$ cat src/rtl/divider16by8_seq.sv
// divider16by8_seq: sequential restoring divider, 2*WIDTH / WIDTH -> WIDTH.
// Ports: clk, rst_n (async, active-low); in_valid/in_ready + dividend,
//   divisor on the request side; out_valid/out_ready + quotient,
//   remainder, div_zero, overflow on the result side.
module divider16by8_seq #(
    parameter int WIDTH = 8
) (
    input  logic               clk,
    input  logic               rst_n,
    input  logic               in_valid,
    output logic               in_ready,
    input  logic [2*WIDTH-1:0] dividend,
    input  logic [WIDTH-1:0]   divisor,
    output logic               out_valid,
    input  logic               out_ready,
    output logic [WIDTH-1:0]   quotient,
    output logic [WIDTH-1:0]   remainder,
    output logic               div_zero,
    output logic               overflow
);

    localparam int CW = $clog2(WIDTH + 1);

    typedef enum logic [1:0] {
        IDLE = 2'd0,
        CALC = 2'd1,
        DONE = 2'd2
    } state_t;

    state_t state;
    state_t state_nxt;

    logic [WIDTH-1:0] dvs;
    logic [WIDTH:0]   prem;
    logic [WIDTH-1:0] qreg;
    logic [CW-1:0]    cnt;
    logic             dz_r;
    logic             ov_r;

    logic             accept;
    logic [WIDTH-1:0] dvd_hi;
    logic             is_zero;
    logic             is_ovf;
    logic             is_exc;

    logic [WIDTH:0]   shifted;
    logic [WIDTH+1:0] trial;
    logic             fits;
    logic             last;

    assign accept  = in_valid && (state == IDLE);
    assign dvd_hi  = dividend[2*WIDTH-1:WIDTH];
    assign is_zero = (divisor == '0);
    // A high half >= divisor means the quotient needs more than WIDTH bits.
    assign is_ovf  = !is_zero && (dvd_hi >= divisor);
    assign is_exc  = is_zero || is_ovf;

    // Shift {prem, qreg} left by one; the top prem bit is always 0 here
    // because the partial remainder stays below the divisor.
    assign shifted = {prem[WIDTH-1:0], qreg[WIDTH-1]};
    // One extra bit so the borrow tells us whether the trial went negative.
    assign trial   = {1'b0, shifted} - {2'b00, dvs};
    assign fits    = !trial[WIDTH+1];
    assign last    = (cnt == CW'(WIDTH - 1));

    // State register
    always_ff @(posedge clk or negedge rst_n) begin
        if (!rst_n) begin
            state <= IDLE;
        end else begin
            state <= state_nxt;
        end
    end

    // Next-state logic
    always_comb begin
        state_nxt = state;
        unique case (state)
            IDLE: begin
                if (accept) begin
                    state_nxt = is_exc ? DONE : CALC;
                end
            end
            CALC: begin
                if (last) begin
                    state_nxt = DONE;
                end
            end
            DONE: begin
                if (out_ready) begin
                    state_nxt = IDLE;
                end
            end
            default: state_nxt = IDLE;
        endcase
    end

    // Output decode (from the state register only)
    always_comb begin
        in_ready  = 1'b0;
        out_valid = 1'b0;
        unique case (state)
            IDLE:    in_ready  = 1'b1;
            CALC:    in_ready  = 1'b0;
            DONE:    out_valid = 1'b1;
            default: in_ready  = 1'b0;
        endcase
    end

    // Datapath
    always_ff @(posedge clk or negedge rst_n) begin
        if (!rst_n) begin
            dvs  <= '0;
            prem <= '0;
            qreg <= '0;
            cnt  <= '0;
            dz_r <= 1'b0;
            ov_r <= 1'b0;
        end else begin
            unique case (state)
                IDLE: begin
                    if (accept) begin
                        dvs  <= divisor;
                        cnt  <= '0;
                        dz_r <= is_zero;
                        ov_r <= is_ovf;
                        if (is_exc) begin
                            // Saturated result; low half passes through.
                            prem <= {1'b0, dividend[WIDTH-1:0]};
                            qreg <= '1;
                        end else begin
                            prem <= {1'b0, dvd_hi};
                            qreg <= dividend[WIDTH-1:0];
                        end
                    end
                end
                CALC: begin
                    prem <= fits ? trial[WIDTH:0] : shifted;
                    qreg <= {qreg[WIDTH-2:0], fits};
                    cnt  <= cnt + CW'(1);
                end
                DONE: begin
                    prem <= prem;
                end
                default: begin
                    prem <= prem;
                end
            endcase
        end
    end

    assign quotient  = qreg;
    assign remainder = prem[WIDTH-1:0];
    assign div_zero  = dz_r;
    assign overflow  = ov_r;

endmodule

$ cat config.mk
export PLATFORM = sky130hd
export DESIGN_NAME = divider16by8_seq
export DESIGN_NICKNAME = d
export VERILOG_FILES = /design/src/rtl/divider16by8_seq.sv
export SDC_FILE = /design/constraint.sdc
export NUM_CORES = 1
export LEC_CHECK = 0
export ABC_AREA = 0
export BUFFER_PORTS_ARGS = -buffer_cell sky130_fd_sc_hd__buf_2
export CORE_MARGIN = 3
export CORE_UTILIZATION = 53
export CTS_CLUSTER_DIAMETER = 60
export DETAILED_ROUTE_END_ITERATION = 12
export PLACE_DENSITY = 0.78
export SLEW_MARGIN = 10
export SYNTH_ARGS = -nofsm -noshare
export SYNTH_HDL_FRONTEND = slang
export SYNTH_SLANG_ARGS = --single-unit
$ cat constraint.sdc
create_clock -name clk -period 6.4 [get_ports clk]
set_clock_uncertainty 0.05 [all_clocks]
set_input_delay 1.92 -clock clk [delete_from_list [all_inputs] [get_ports clk]]
set_output_delay 1.92 -clock clk [all_outputs]
set_load 0.05 [all_outputs]
==> After elaboration in Yosys (flattened, before gate mapping) <==
Index checks and enable logic that the tools add are counted.
{ "totals": {"regBits": 32, "output_inout_bits": 20, "elab_cells": 43} }
{ "op_classes": {"n_eq_ne": 6, "order_cmp": 1, "addsub": 2, "n_reduce_logical": 11, "mux": 16} }
{ "ops": {"columns": ["cell", "n"], "rows": [
  ["8-bit two-way mux", 5],
  ["8-bit one-hot mux with 2 select lines", 2],
  ["9-bit by 8-bit subtractor with 10-bit output", 1],
  ["8-bit >= comparator", 1],
  ["8-bit zero test", 1],
  ["2-bit two-way mux", 4],
  ["4-bit one-hot mux with 2 select lines", 1],
  ["2-bit inequality test, second input constant", 3],
  ["2-bit one-hot mux with 3 select lines", 1],
  ["4-bit by 1-bit adder with 4-bit output, second input constant", 1],
  ["4-bit by 3-bit equality test with 1-bit output, second input constant", 1],
  ["4-bit two-way mux", 1],
  ["2-bit AND reduction", 2],
  ["3-bit AND reduction", 1],
  ["2-bit by 1-bit equality test with 1-bit output, second input constant", 1],
  ["2-bit equality test, second input constant", 1],
  ["1-bit logical AND", 2],
  ["1-bit zero test", 2],
  ["2-bit zero test", 1],
  ["1-bit two-way mux", 2],
  ["2-bit nonzero test", 1],
  ["1-bit logical OR", 1]
]} }

==> Logic depth before layout (Yosys ltp) <==
Gate-level depths: netlist of the first run.
{ "logic_depth": {"word_depth": 7, "depth_mapped": 10, "mapped_depth_nobuf": 10} }

==> Worst setup path before layout of the first run <==
Ideal clock, no wire load.
{ "synth_timing": {"path_kind": "input to register", "start": "input divisor[2]", "end": "register qreg[0] (netlist: quotient[0])", "setup_ns": 0.120, "stages": 9, "arrival_ns": 3.616, "required_time_ns": 6.230, "slack_ns": 2.614, "path_buffers": 1, "path_cell_list": "inv_1 ha_1 or4_1 a21oi_1 o31ai_1 nand2b_1 buf_6 or3_1 a31o_2"} }
{ "synth_between": {"elab_chain_cells": 7} }
{ "synth_lines": {"columns": ["element", "line", "rtl"], "rows": [
  ["from (decl)", "13", "input logic [WIDTH-1:0] divisor,"],
  ["parallel branches: the longest is 3 deep, another holds 8-bit >= comparator", null, null],
  ["1-bit logical OR (*)", "56", "assign is_exc = is_zero || is_ovf;"],
  ["8-bit two-way mux (*)", "127", "if (is_exc) begin"],
  ["8-bit two-way mux (*)", "122", "if (accept) begin"],
  ["8-bit one-hot mux with 2 select lines (*)", "120", "unique case (state)"],
  ["to (signal assigned)", "133", "qreg <= dividend[WIDTH-1:0];"],
  ["to (signal assigned)", "139", "qreg <= {qreg[WIDTH-2:0], fits};"],
  ["to (decl)", "35", "logic [WIDTH-1:0] qreg;"]
]} }
Every way passes the cells marked *. The select of a mux whose other input is x is not followed.
A chain may end at the register's enable or synchronous reset.

==> Worst setup path after layout of the first run <==
{ "layout_timing": {"start": "input divisor[3]", "end": "register prem[7]"} }
{ "layout_between": {"elab_chain_cells": 7} }
{ "layout_lines": {"columns": ["element", "line", "rtl"], "rows": [
  ["parallel branches: the longest is 3 deep, another holds 8-bit >= comparator", null, null],
  ["1-bit logical OR (*)", "56", null],
  ["8-bit two-way mux (*)", "127", null],
  ["8-bit two-way mux (*)", "122", null],
  ["8-bit one-hot mux with 2 select lines (*)", "120", null],
  ["to (signal assigned)", "129", "prem <= {1'b0, dividend[WIDTH-1:0]};"],
  ["to (signal assigned)", "132", "prem <= {1'b0, dvd_hi};"],
  ["to (signal assigned)", "138", "prem <= fits ? trial[WIDTH:0] : shifted;"],
  ["to (decl)", "34", "logic [WIDTH:0] prem;"]
]} }
Marked as above.

==> results.py, run 1 <==
metrics = {
    "sta": {
        "timing_max_transition_violations_final": 0,
        "timing.final.hold_violations": 0,
        "period_share_pct": 64.2,
        "period_minus_slack_ps": 4110,
        "rsz0062_at_grt": "no",
        "slew_headroom_pct": 49.1,
        "setup-violations-final": 0,
        "finalSetupTns_ps": 0,
        "transition_time_at_the_pin_with_the_least_slew_margin_ps": 763,
        "setup_slack_ps": 2290,
        "fmax_mhz": 243,
    },
    "grt": {
        "use_met2_pct": 33.9,
        "grt_most_used_layer": "met2",
        "global_route_wire_length_before_repair_um": 8400,
        "grt_max_degree": 33,
        "grt_use_met1_pct": 29.3,
        "met3_usage_pct": 4.06,
        "grt_usage_pct": 21.4,
        "grt_overflow": 0,
        "number_of_antenna_violations_at_the_first_check_in_global_routing": 0,
        "grt_pass1_vias": 1838,
    },
    "synth": {
        "post_synth.cell_area_avg_um2": 8.88,
        "post_synthesis_sequential_element_count": 32,
        "post_syn_nets": 288,
        "seq_area_frac_synth_pct": 37.3,
        "yosys_warnings": 0,
        "post_synth_inst_count": 242,
        "synth.area.mux_share_pct": 7.16,
        "share_of_the_synthesized_area_in_compound_gates_ao_oa_aoi_oai_pct": 20.0,
        "netlist-cell-type-count": 46,
        "synth_top_family_by_area": "compound AO/OA/AOI/OAI gates",
        "simple_logic_cell_fraction_of_the_synthesized_area_pct": 16.7,
        "synth_async_sr_flop_share_pct": 100,
        "synth.largest_area_cell": "dfrtp_1",
        "ys_dominant_reg_cell": "dfrtp_1",
        "netlist_area_um2": 2150,
        "synth_enable_flop_cells": 0,
        "synth.top_cells.by_area": "dfrtp_1 (37%), ha_1 (9.9%), nand2_1 (4.7%)",
        "yosys.area_share.adder_pct": 10.8,
        "yosysTopAreaCellShare_pct": 37.3,
        "synth_xor_area_share_pct": 2.04,
    },
    "placement": {
        "finalWeightedCongestion": 0.848,
        "port_buffers": 47,
        "place_area_um2": 2410,
        "pre_cts_slack_ps": 1980,
        "place.detailed.hpwl_um": 3840,
    },
    "clock_tree": {
        "cts_num_sinks": 32,
        "max-clock-path-buffers": 2,
        "clk_transition_reported_paths_ps": 70,
        "cts_setup_buffers": 0,
        "cell_chosen_for_the_clock_root": "clkbuf_8",
        "cts_buffer_count": 5,
        "cts_hold_buffers": 0,
        "cts_resized": 0,
        "worst_skew_pair.late_latency_ps": 280,
        "cts-htree-levels": 2,
        "clock_tree_from_tritoncts": "built",
    },
    "worst_setup_path": {
        "critical_path_required_ps": 6530,
        "critPathCaptureType": "register",
        "critical_path_peak_fanout": 18,
        "crit_path_class": "input port to register",
        "reg2reg_slack_ps": 3600,
        "setup.worst_path.start_class": "input port",
        "worst-endpoint-arrival_ps": 4240,
    },
    "route": {
        "post_drt_via_cell_ratio": 5.68,
        "totalWireLength_um": 4970,
        "route.antenna.remaining_nets": 0,
        "dr.pass1.iters": 4,
        "drt_wl_cell_um": 14.8,
        "via_count": 1909,
        "drc_errors": 0,
        "drtIter0Drc": 132,
    },
    "power": {
        "power.share.sequential_pct": 23.8,
        "power.density_nw_per_um2": 629,
        "power.share.combinational_pct": 64.5,
        "p_clk_share_pct": 11.7,
        "p_leak_nw": 1.25,
        "maximum_resistive_drop_on_vdd_v": 0.000312,
        "power.share.switching_pct": 50.4,
        "internal_power_mw": 0.785,
        "switchingPower_mw": 0.798,
    },
    "final_layout": {
        "design.final.nets": 333,
        "area_growth_from_synthesis_to_layout_pct": 17.1,
        "finalInstanceArea_um2": 2520,
        "layout-drive-gt1-share_pct": 24.3,
        "n_antenna_cell": 0,
    },
    "job": {
        "cap_violations": 0,
    },
    "floorplanning": {
        "io_pins": 48,
        "initial_core_util_pct": 57.0,
        "rows": 22,
        "die_w_um": 69.7,
        "design.core.area_um2": 3770,
        "die_y_um": 69.7,
        "die_area_um2": 4860,
    },
    "outcome": {
        "run_status": "complete, no violations",
    },
    "hold_path": {
        "worst_hold_path_type": "register to register",
    },
}
## synthesized netlist by cell type, drive strengths merged (2+ instances only)
| cell type | count |
|---|---|
| a211oi | 3 |
| o31ai | 2 |
| dfrtp | 32 |
| a221o | 2 |
| nor4 | 5 |
| inv | 21 |
| nor2 | 25 |
| nand2b | 4 |
| mux2i | 6 |
| o21ai | 21 |
| nand2 | 27 |
| mux2 | 8 |
| a21oi | 8 |
| a22oi | 7 |
| buf | 3 |
| nand3 | 4 |
| clkbuf | 8 |
| or3 | 3 |
| a21o | 6 |
| a22o | 2 |
| xor2 | 2 |
| xnor2 | 3 |
| ha | 17 |
| nor2b | 3 |
| o21a | 2 |
## metal layers
| metal | vias to the layer above | part of all wire [%] |
|---|---|---|
| li1 | 941 | - |
| met1 | 891 | 45 |
| met2 | 68 | 46 |
| met3 | 9 | 7.1 |
| met4 | 0 | 1.8 |
| met5 | - | 0 |
## registers in the layout, indices dropped and copies added (netlist names)
| register | cells |
|---|---|
| quotient | 8 |
| prem | 8 |
| dvs | 8 |
| state | 2 |
| cnt | 4 |
| overflow | 1 |
| div_zero | 1 |
## cell families (layout without fill, tap and decap cells)
group / count (synthesis) / in the layout
buffers and inverters: 32 / 78
adder cells (fa/ha/maj): 18 / 18
XOR/XNOR: 5 / 5
AND/OR/NAND/NOR: 78 / 78
AO/OA/AOI/OAI: 63 / 63
flip-flops: 32 / 32
multiplexers: 14 / 14
## power groups by stage
stage | clock [mW] | sequential (mW) | combinational [mW]
floorplan | 0 | 0.554 | 0.618
global placement | 0 | 0.377 | 0.997
detailed placement | 0 | 0.380 | 1.01
CTS | 0.188 | 0.377 | 1.02
global route | 0.196 | 0.391 | 1.12
finish | 0.185 | 0.377 | 1.02
## layout make-up
type	instances	area, um^2
fillers	325	1250
multi-input cells	178	1220
well taps	48	60.1
clock buffers	6	72.6
repair buffers	49	250
clock inverters	2	35.0
flip-flops and latches	32	801
inverters	21	78.8
## metrics by stage
stage / hold WS, ps / std cells / total power, mW / utilization (%)
after floorplan: 400 / 242 / 1.17 / -
after global placement: 400 / 328 / 1.37 / 63.9
after detailed placement: 410 / 328 / 1.39 / 63.9
after CTS: 429 / 336 / 1.59 / 66.7
after global routing: 462 / 336 / 1.71 / 66.7
final: 424 / 336 / 1.58 / 66.7
## final timing paths
kind	start	end	cells after the start
worst max-delay path	divisor[3]	prem[7]	9
worst min-delay path	overflow	overflow	2
worst max register to register	prem[0]	prem[2]	7
worst min register to register	overflow	overflow	2
max in group asynchronous	rst_n	prem[1]	1
min in group asynchronous	rst_n	quotient[4]	1
## worst max-delay path, cell delays in order
cell and delay [ps]:
buf_2 100, inv_1 40, ha_1 190, or4_1 510, a21oi_1 140, o31ai_1 100
nand2b_1 500, mux2_4 450, nor4_1 280
## cell usage in the layout, fill, tap and decap left out, types with 5 or more instances in the layout
master    synthesis  layout
a21o_1            6       6
a21oi_1           8       8
a22oi_1           7       7
buf_2             2      47
clkbuf_8          0       5
dfrtp_1          32      32
ha_1             17      17
inv_1            21      21
mux2_2            7       7
mux2i_1           6       6
nand2_1          27      27
nor2_1           25      25
nor4_1            5       5
o21ai_0          20      20
(Power assumes the default switching activity.)
==> run 2: changes to the inputs <==
==> constraint.sdc (replaced) <==
create_clock -name clk -period 3.9 [get_ports clk]
set_clock_uncertainty 0.05 [all_clocks]
set_input_delay 1.17 -clock clk [delete_from_list [all_inputs] [get_ports clk]]
set_output_delay 1.17 -clock clk [all_outputs]
set_load 0.05 [all_outputs]
==> run 2 against run 1 <==
Core utilization grew 0.70 points. Wire length increased by 2.1%. Sequential share of layout area fell by 0.33 points. Register-to-register slack worse by 2600 ps. Flip-flop and latch count did not move. Worst hold slack improved by 21 ps. Via count is 0.37% higher. Die area unchanged.
==> results.py, run 2 (synthesized netlist as in run 1, its figures left out) <==
metrics = {
    "worst_setup_path": {
        "critPathMaxStageDelay_ps": 510,
        "reg2reg_slack_ps": 1050,
        "crit_family": "simple AND/OR/NAND/NOR gates",
        "path_buf_inv": 3,
        "setup.worst_path.start_class": "input port",
        "critical_path_required_ps": 4030,
        "critical_path_peak_fanout": 14,
        "crit_path_class": "input port to register",
        "worst-endpoint-arrival_ps": 3350,
        "r2r.worst_path.cells": 6,
        "cp_depth": 10,
        "worst_r2r_startpoint": "prem[5]",
        "critPathCaptureType": "register",
        "regToRegEndpoint": "prem[1]",
        "crit_path_cell_trace": "buf_2 > inv_1 > ha_1 > or4_1 > a21oi_1 > o31ai_1 > nand2b_1 > buf_4 > mux2_2 > a211oi_1",
        "timing.critical_path.slowest_stage_cell": "or4_1",
    },
    "job": {
        "cap_violations": 0,
    },
    "hold_path": {
        "worst_hold_path_type": "register to register",
        "min-delay-start": "dvs[0]",
        "hold-path-cell-count": 2,
        "hold-path-endpoint": "dvs[0]",
    },
    "clock_tree": {
        "worst_skew_pair.late_latency_ps": 280,
        "cts_hold_buffers": 0,
        "cell_chosen_for_the_clock_root": "clkbuf_8",
        "cts_num_sinks": 32,
        "clock_tree_from_tritoncts": "built",
        "max-clock-path-buffers": 2,
        "clk_transition_reported_paths_ps": 60,
        "cts_buffer_count": 5,
        "cts_setup_buffers": 0,
        "cts-htree-levels": 2,
        "cts_resized": 0,
    },
    "sta": {
        "setup_slack_ps": 679,
        "fin_worst_hold_slack_ps": 444,
        "finalSetupTns_ps": 0,
        "transition_time_at_the_pin_with_the_least_slew_margin_ps": 702,
        "fmax_mhz": 310,
        "period_minus_slack_ps": 3220,
        "setup-violations-final": 0,
        "rsz0062_at_grt": "no",
        "slew_headroom_pct": 53.2,
        "timing_max_transition_violations_final": 0,
        "timing.final.hold_violations": 0,
        "period_share_pct": 82.6,
    },
    "final_layout": {
        "final.fill_count": 332,
        "n_antenna_cell": 0,
        "layout-drive-gt1-share_pct": 24.9,
        "layout.cells.most_common": "buf_2",
        "most-common-layout-cells": "buf_2 (47), dfrtp_1 (32), nand2_1 (27)",
        "finalInstanceArea_um2": 2540,
        "area_growth_from_synthesis_to_layout_pct": 18.3,
        "design.final.nets": 334,
    },
    "floorplanning": {
        "die_y_um": 69.7,
        "initial_core_util_pct": 57.0,
        "rows": 22,
        "io_pins": 48,
        "die_area_um2": 4860,
        "design.core.area_um2": 3770,
        "die_w_um": 69.7,
    },
    "route": {
        "wl_met3_um": 378,
        "post_drt_via_cell_ratio": 5.69,
        "drt_wl_cell_um": 15.1,
        "met2_length_um": 2390,
        "totalWireLength_um": 5070,
        "routedLengthMet1_um": 2270,
        "drtIter0Drc": 185,
        "dr.pass1.iters": 4,
        "via_count": 1916,
        "routed.top_layer": "met4",
        "route.antenna.remaining_nets": 0,
        "drc_errors": 0,
    },
    "placement": {
        "place.detailed.hpwl_um": 3910,
        "pre_cts_slack_ps": 406,
        "port_buffers": 47,
        "finalWeightedCongestion": 0.874,
        "place_area_um2": 2420,
    },
    "grt": {
        "number_of_antenna_violations_at_the_first_check_in_global_routing": 0,
        "grt_usage_pct": 21.5,
        "grt_overflow": 0,
        "global_route_wire_length_before_repair_um": 8440,
        "grt_max_degree": 33,
        "grt_pass1_vias": 1761,
    },
    "outcome": {
        "run_status": "complete, no violations",
    },
}
[run 2: layout make-up]
class                      instances  area (um^2)  share of cell area, %
tap                               48         60.1                   2.36
sequential                        32          801                   31.5
clock inverter                     1         30.0                   1.18
clock buffer                       7         96.3                   3.79
multi-input combinational        178         1220                   47.9
inverter                          21         78.8                   3.10
timing repair buffer              50          258                   10.1
[run 2: how the worst max path moves through the flow]
stage,startpoint,to,slack [ps]
2_1_floorplan,divisor[2],quotient[0],860
3_3_place_gp,divisor[2],prem[3],470
3_5_place_dp,divisor[3],prem[3],410
4_1_cts,divisor[2],prem[3],680
5_1_grt,divisor[2],prem[3],490
6_report,divisor[2],prem[3],680
[run 2: layer usage]
metal	global-route usage (%)	vias to the layer above
met2	34.5	72
met3	4.78	4
met1	30.1	894
li1	-	946
met5	0	-
met4	3.83	0
[run 2: stage by stage]
step / instances / util [%]
after floorplan: 242 / -
after global placement: 329 / 64.1
after detailed placement: 329 / 64.1
after CTS: 337 / 67.4
after global routing: 337 / 67.4
final: 337 / 67.4
[run 2: worst register-to-register path, delay by kind of cell, from the launching register on]
kind	cells	cell delay, ps
AO/OA/AOI/OAI	4	1440
flip-flops	1	420
multiplexers	1	410
adder cells (fa/ha/maj)	1	400
Power of run 2 is not shown: default switching activity piles up to over one toggle a cycle in this logic, so the estimate is an artifact.
